## src/rtl/imm_gen_pipe.sv

```systemverilog
// Pipelined immediate generator: extends instr[31:7] by op code into an XLEN immediate
// and carries it with a sideband tag through an elastic valid/ready pipeline.
module imm_gen_pipe #(
    parameter int XLEN   = 32,
    parameter int STAGES = 1,
    parameter int TAG_W  = 32
) (
    input  logic             clk,
    input  logic             rst_n,
    input  logic             flush,
    input  logic             in_valid,
    output logic             in_ready,
    input  logic [2:0]       in_op,
    input  logic [24:0]      in_din,
    input  logic [TAG_W-1:0] in_tag,
    output logic             out_valid,
    input  logic             out_ready,
    output logic [XLEN-1:0]  out_imm,
    output logic [TAG_W-1:0] out_tag,
    output logic             out_err
);

    generate
        if (!(XLEN == 32 || XLEN == 64) || !(STAGES == 1 || STAGES == 2)) begin : g_bad_param
            $error("imm_gen_pipe: XLEN must be 32 or 64 and STAGES must be 1 or 2");
        end
    endgenerate

    // Keep the architectural bit numbering so the field slices read like the ISA manual.
    logic [31:7]     ins;
    logic [31:0]     imm32;
    logic            sext;
    logic            sh_hi;
    logic [XLEN-1:0] ext_imm;
    logic            ext_err;

    assign ins   = in_din;
    assign sh_hi = (XLEN == 64) ? ins[25] : 1'b0;

    always_comb begin
        imm32   = '0;
        sext    = 1'b1;
        ext_err = 1'b0;
        case (in_op)
            3'd0: begin
                imm32   = '1;
                ext_err = 1'b1;
            end
            3'd1: imm32 = {{20{ins[31]}}, ins[31:20]};
            3'd2: imm32 = {{20{ins[31]}}, ins[31:25], ins[11:7]};
            3'd3: imm32 = {{19{ins[31]}}, ins[31], ins[7], ins[30:25], ins[11:8], 1'b0};
            3'd4: imm32 = {ins[31:12], 12'b0};
            3'd5: imm32 = {{11{ins[31]}}, ins[31], ins[19:12], ins[20], ins[30:21], 1'b0};
            3'd6: begin
                imm32 = {27'b0, ins[19:15]};
                sext  = 1'b0;
            end
            default: begin
                imm32 = {26'b0, sh_hi, ins[24:20]};
                sext  = 1'b0;
            end
        endcase
        ext_imm = sext ? XLEN'($signed(imm32)) : XLEN'(imm32);
    end

    logic [STAGES-1:0] valid_vec;
    logic [XLEN-1:0]   imm_arr [STAGES];
    logic [TAG_W-1:0]  tag_arr [STAGES];
    logic [STAGES-1:0] err_vec;
    logic [STAGES:0]   rdy;

    // rdy[k] = stage k may load this cycle; walks back from the consumer so a full pipe still streams.
    always_comb begin
        rdy         = '0;
        rdy[STAGES] = out_ready;
        for (int k = STAGES - 1; k >= 0; k--) begin
            rdy[k] = !valid_vec[k] | rdy[k+1];
        end
    end

    assign in_ready = rdy[0];

    genvar gi;
    generate
        for (gi = 0; gi < STAGES; gi++) begin : g_stage
            logic             valid_reg;
            logic [XLEN-1:0]  imm_reg;
            logic [TAG_W-1:0] tag_reg;
            logic             err_reg;
            logic             src_valid;
            logic [XLEN-1:0]  src_imm;
            logic [TAG_W-1:0] src_tag;
            logic             src_err;

            if (gi == 0) begin : g_src_in
                assign src_valid = in_valid;
                assign src_imm   = ext_imm;
                assign src_tag   = in_tag;
                assign src_err   = ext_err;
            end else begin : g_src_prev
                assign src_valid = valid_vec[gi-1];
                assign src_imm   = imm_arr[gi-1];
                assign src_tag   = tag_arr[gi-1];
                assign src_err   = err_vec[gi-1];
            end

            always_ff @(posedge clk) begin
                if (!rst_n) begin
                    valid_reg <= 1'b0;
                    imm_reg   <= '0;
                    tag_reg   <= '0;
                    err_reg   <= 1'b0;
                end else if (flush) begin
                    valid_reg <= 1'b0;
                end else if (rdy[gi]) begin
                    valid_reg <= src_valid;
                    if (src_valid) begin
                        imm_reg <= src_imm;
                        tag_reg <= src_tag;
                        err_reg <= src_err;
                    end
                end
            end

            assign valid_vec[gi] = valid_reg;
            assign imm_arr[gi]   = imm_reg;
            assign tag_arr[gi]   = tag_reg;
            assign err_vec[gi]   = err_reg;
        end
    endgenerate

    assign out_valid = valid_vec[STAGES-1];
    assign out_imm   = imm_arr[STAGES-1];
    assign out_tag   = tag_arr[STAGES-1];
    assign out_err   = err_vec[STAGES-1];

endmodule

```

## config.mk

```make
export PLATFORM = sky130hd
export DESIGN_NAME = imm_gen_pipe
export DESIGN_NICKNAME = d
export VERILOG_FILES = /design/src/rtl/imm_gen_pipe.sv
export SDC_FILE = /design/constraint.sdc
export NUM_CORES = 1
export LEC_CHECK = 0
export BUFFER_PORTS_ARGS = -buffer_cell sky130_fd_sc_hd__buf_2
export CELL_PAD_IN_SITES_DETAIL_PLACEMENT = 0
export CELL_PAD_IN_SITES_GLOBAL_PLACEMENT = 1
export CORE_ASPECT_RATIO = 1.75
export CORE_MARGIN = 4
export CORE_UTILIZATION = 34
export DETAILED_ROUTE_END_ITERATION = 8
export PLACE_DENSITY = 0.86
export SLEW_MARGIN = 20
export SYNTH_ARGS = -nofsm -noshare
export SYNTH_HDL_FRONTEND = slang
export SYNTH_SLANG_ARGS = --single-unit
```

## constraint.sdc

```tcl
create_clock -name clk -period 2.45 [get_ports clk]
set_input_delay 0 -clock clk [delete_from_list [all_inputs] [get_ports clk]]
set_output_delay 0 -clock clk [all_outputs]
set_load 0.02 [all_outputs]
```

==> flow_summary_export.csv, run 1 <==
group,metric,value,unit
yosys,yosysTopAreaCell,"dfxtp_1",
yosys,ys_ff_latch,66,
hold_path,hold_class,"in -> reg",
finish,final_cell_mix,"131 x buf_2, 79 x nand2_1, 66 x dfxtp_1",
finish,design_area,0.004153,mm^2
clocking,cts_tree,"yes",
grt,antenna_found_initial,0,
finish,num_antenna_cells,0,
status,status,"finished clean",
timing,finalSetupViolCount,0,
setup_path,path_cells,"nor2b_4 > inv_1 > nand3b_1 > buf_4 > nand2_1 > a21oi_1",
floorplan,coreArea,0.007620,mm^2
grt,grt_max_degree,54,
clocking,clk_pin_slew,0.05,ns
clocking,cts_resized,0,
clocking,cts_sinks,66,
timing,setup_slack,0.6459,ns
timing,final_hold_viol_count,0,
placed_design,dpl.hpwl,5.807,mm
setup_path,slowest_stage,"nand3b_1",
job,maxCapViolations,0,
timing,relSlewSlack,41.74,%
grt,grt_pass1_vias,2827,
route,drtIter0Drc,122,
power,seqPwrFrac,36.3,%
floorplan,chipWidth,75.04,um
power,power.share.combinational,13.5,%
clocking,cts_hold_buf,42,
grt,grt_remaining_overflow,0,
route,via_per_inst,4.950,
route,postRouteAntennaNets,0,
setup_path,critical-path-max-stage-delay,0.54,ns
floorplan,die_area,0.009403,mm^2
setup_path,crit_family,"simple AND/OR/NAND/NOR gates",
yosys,syn_area,0.002674,mm^2
power,switching_share,23.45,%
yosys,yosysWarningCount,0,
grt,grt_use_total,17.94,%
power,p_leak,1.893,nW
grt,grt_pass1_wl,13.30,mm
clocking,clockRootBuffer,"clkbuf_16",
power,total_power,3.183,mW
timing,rsz0062_at_grt,"false",
yosys,synth_top_cell_area_share,49.42,%
power,vdd.ir_drop.worst,0.3566,mV
floorplan,die-height,125.3,um
yosys,syn_avg_cell_area,7.887,um^2
placed_design,post_dp_cell_area,0.003357,mm^2
floorplan,io_pins,132,
power,power-per-cell-area,766.6,mW/mm^2
timing,worst_pin_slew,0.8727,ns
route,wl_per_cell,14.27,um
clocking,cts_setup_buffers,0,
setup_path,required,2.69,ns
timing,skew,0.005239,ns
yosys,ys.flop_type,"dfxtp_1",
timing,finalCriticalPeriod,1.804,ns
floorplan,std_cell_rows,42,
setup_path,cp-end-kind,"flop",
yosys,synth_seq_area_share,49.42,%
finish,areaGrowthSynthToFinish,55.31,%
clocking,cts_max_path_buffers,2,
clocking,clkLatencyLatePin,0.32,ns
power,p_clk_share,50.2,%
power,power_switching,746.6,uW
finish,drive_gt1_share,31.36,%
route,wl,8.488,mm
power,p_int,2.437,mW
setup_path,crit_fanout,20,
setup_path,path_buf_inv,2,
yosys,synth_nets,404,
timing,finalSetupTns,0,ns
floorplan,initial_core_util,35.09,%
setup_path,start_kind,"flop",
yosys,synth_area_leaders,"dfxtp_1 49%, a21oi_1 12%, nand2_1 11%",
clocking,ctsHtreeMaxLevel,3,
placed_design,pre_cts_slack,0.6529,ns
route,remaining_drc_errors,0,
yosys,synth_cell_types,30,
timing,fmax,554.3,MHz
placed_design,place.gp.congestion,0.7707,
clocking,numCtsBuffers,9,
yosys,synthArstFlopShare,0,%
yosys,synthCells,339,
timing,slew_violations,0,
timing,post-route-period-util,73.64,%
yosys,synth_edf_count,0,
setup_path,worstSetupPathType,"reg -> reg",
setup_path,crit_arrival,2.04,ns
route,via_count,2945,
finish,final_nets,567,
finish,final_util,54.50,%
finish,mostFrequentLayoutCell,"buf_2",
placed_design,portBuffers,131,
route,drt-pass1-iter-count,4,
-- power by group through the flow --
stage	Combinational, mW	Clock (mW)	Sequential [mW]
floorplan	0.162	0	1.24
global placement	0.375	0	1.17
detailed placement	0.380	0	1.18
CTS	0.432	1.62	1.15
global route	0.475	1.67	1.16
finish	0.430	1.60	1.15
-- cells in the mapped netlist, types with 2 or more instances --
library cell,number
nand2_1,79
buf_4,4
buf_2,9
inv_1,4
nor2_1,25
nor3_1,2
o21ai_0,28
nand3_1,4
nand3b_1,2
clkbuf_1,13
o31ai_1,4
a22oi_1,11
dfxtp_1,66
a21oi_1,64
o211ai_1,6
mux2i_1,3
nor2b_1,2
-- logic make-up after synthesis --
group                  Yosys count  share of synthesized area, %
and+or+nand+nor                121                         19.61
AOI/OAI and AO/OA              117                         24.38
DFF                             66                         49.42
buffers and inverters           32                         5.475
muxes                            3                         1.123
-- routing by layer --
metal,vias up,track usage (%),wire length (um)
li1,1483,-,-
met4,0,7.128,183
met1,1337,21.35,3301
met5,-,0,0
met3,14,4.498,727
met2,111,29.91,4276
-- worst min-delay path, cell delays in order --
cell and delay, ns:
buf_2 0.10, a21oi_1 0.07, a21oi_1 0.14
-- cell type report --
cell class / count / area [um^2]
clock inverters: 6 / 136.4
inverters: 5 / 18.77
fillers: 719 / 3467
repair buffers: 179 / 1121
clock buffers: 10 / 239.0
well taps: 88 / 110.1
multi-input cells: 241 / 1206
flip-flops and latches: 66 / 1321
-- metrics by stage --
step           cells  hold slack [ns]
6_report         595          0.02510
5_1_grt          595          0.04901
4_1_cts          595          0.01246
3_5_place_dp     537           0.2469
3_3_place_gp     537           0.2408
2_1_floorplan    339          0.07931
-- sequential cells by signal, summed over array words and instances (netlist names) --
name / flops
out_valid: 1
out_err: 1
out_imm: 32
out_tag: 32
-- final timing paths --
path	from	endpoint	slack, ns	depth (start not counted)
max	out_valid	out_tag[28]	0.65	6
max reg2reg	out_valid	out_tag[28]	0.65	6
min	in_din[24]	out_imm[31]	0.03	3
min reg2reg	out_tag[20]	out_tag[20]	0.45	2
Note: power is estimated with default switching activity, not from simulation.
==> inputs of run 2 (changes only) <==
CORE_UTILIZATION = 28   (was 34)
PLACE_DENSITY = 0.76   (was 0.86)
clock period = 1.6 ns   (was 2.45 ns; I/O delays follow)
==> flow_summary_export.csv, run 2 (synthesis gave the netlist of run 1 again) <==
group,metric,value,unit
power,switching_share,26.22,%
job,maxCapViolations,0,
timing,finalSetupTns,0,ns
clocking,numCtsBuffers,9,
setup_path,crit_fanout,29,
power,p_int,3.199,mW
power,power_switching,1.137,mW
setup_path,slowest_stage,"dfxtp_1",
placed_design,portBuffers,131,
power,power.share.combinational,15.9,%
route,wl_per_cell,14.54,um
setup_path,crit_arrival,1.60,ns
clocking,clkLatencyLatePin,0.32,ns
finish,final_util,45.39,%
route,via_count,2965,
route,drt-pass1-iter-count,4,
hold_path,hold_class,"in -> reg",
power,vdd.ir_drop.worst,0.5343,mV
timing,rsz0062_at_grt,"false",
timing,worst_pin_slew,0.4240,ns
power,seqPwrFrac,40.8,%
route,remaining_drc_errors,0,
timing,post-route-period-util,85.66,%
grt,use_met3,5.497,%
power,p_clk_share,43.3,%
grt,grt_pass1_vias,2859,
finish,fin_cells,630,
route,via_per_inst,4.706,
timing,finalCriticalPeriod,1.371,ns
timing,relSlewSlack,71.63,%
setup_path,critical-path-max-stage-delay,0.30,ns
grt,grt_use_total,16.37,%
clocking,cts_max_path_buffers,2,
finish,final_nets,570,
timing,slew_violations,0,
grt,grt_remaining_overflow,0,
route,wl,9.160,mm
clocking,cts_resized,0,
finish,drive_gt1_share,31.76,%
route,drtIter0Drc,79,
grt,grt_max_degree,34,
floorplan,coreArea,0.009209,mm^2
grt,antenna_found_initial,0,
setup_path,path_cells,"nor2b_4 > nor3b_4 > buf_12 > nand2_2 > o31ai_1",
setup_path,rrSetupSlack,0.23,ns
floorplan,io_pins,132,
floorplan,initial_core_util,29.04,%
finish,mostFrequentLayoutCell,"buf_2",
placed_design,dp.cells,573,
setup_path,path_buf_inv,1,
setup_path,start_kind,"flop",
grt,grt-busiest-layer,"met2",
floorplan,std_cell_rows,46,
clocking,ctsHtreeMaxLevel,3,
power,power-per-cell-area,1037,mW/mm^2
placed_design,dpl.hpwl,6.468,mm
finish,num_antenna_cells,0,
clocking,clk_pin_slew,0.06,ns
placed_design,place.gp.congestion,0.8248,
setup_path,worstSetupPathType,"reg -> reg",
setup_path,crit_family,"simple AND/OR/NAND/NOR gates",
grt,grt_pass1_wl,13.90,mm
setup_path,required,1.83,ns
power,p_leak,1.881,nW
timing,finalSetupViolCount,0,
floorplan,die-height,137.3,um
clocking,cts_sinks,66,
grt,use_met1,17.29,%
route,postRouteAntennaNets,0,
finish,final_cell_mix,"131 x buf_2, 79 x nand2_1, 66 x dfxtp_1",
timing,skew,0.006016,ns
finish,areaGrowthSynthToFinish,56.34,%
floorplan,chipWidth,81.87,um
setup_path,cp-end-kind,"flop",
timing,final_hold_viol_count,0,
status,status,"finished clean",
clocking,cts_tree,"yes",
timing,fmax,729.6,MHz
grt,grt.met2_usage,28.80,%
floorplan,die_area,0.01124,mm^2
clocking,clockRootBuffer,"clkbuf_16",
==> run 2: changes by cell type in the layout (fill, tap and decap cells not counted), sizes merged <==
cell and delta:
buf +4, bufinv -4, clkbuf +3, clkinvlp +2
dlygate4sd3 -1, inv -1
==> run 2: worst min-delay path: cells and delay by family <==
kind / cells / cell delay (ns)
and+or+nand+nor: 2 / 0.16
buffers and inverters: 1 / 0.13
==> run 2: cell type report <==
type                       count  area (um^2)
fill                         953         5029
sequential                    66         1321
multi-input combinational    241         1206
timing repair buffer         182         1191
clock buffer                  13        270.3
tap                          120        150.1
clock inverter                 3        22.52
inverter                       5        18.77
==> run 2: layer usage <==
| layer | wire [um] | up-vias | share of wire (%) |
|---|---|---|---|
| met1 | 3425 | 1349 | 37 |
| met4 | 178 | 0 | 1.9 |
| met2 | 4808 | 110 | 52 |
| met3 | 747 | 14 | 8.2 |
| met5 | 0 | - | 0 |
| li1 | - | 1492 | - |
==> run 2: final timing paths <==
kind / depth (start not counted) / endpoint / startpoint
setup / recovery: 5 / out_imm[2] / out_valid
hold / removal: 3 / out_valid / in_valid
setup reg to reg: 5 / out_imm[2] / out_valid
hold reg to reg: 2 / out_imm[8] / out_imm[8]
==> run 2: timing repair <==
action / 4_1_cts / 5_1_grt
setup buffers: 0 / 0
endpoints found under the hold margin: 41 / 0
hold buffers: 41 / 0
==> run 2: through the flow <==
stage | setup slack, ns | hold WS (ns) | instance area, um^2 | power [mW]
2_1_floorplan | 0.1239 | 0.07931 | 2674 | 2.150
3_3_place_gp | 0.3007 | 0.2419 | 3477 | 2.412
3_5_place_dp | 0.2178 | 0.2464 | 3477 | 2.420
4_1_cts | 0.2214 | 0.002329 | 4180 | 4.412
5_1_grt | 0.1167 | 0.03300 | 4180 | 4.567
6_report | 0.2294 | 0.01905 | 4180 | 4.336
==> run 2: power by group through the flow <==
stage	logic (mW)	clock network, mW	registers, mW
6_report	0.689	1.88	1.77
5_1_grt	0.755	2.04	1.78
4_1_cts	0.695	1.95	1.77
3_5_place_dp	0.617	0	1.80
3_3_place_gp	0.611	0	1.80
2_1_floorplan	0.248	0	1.90
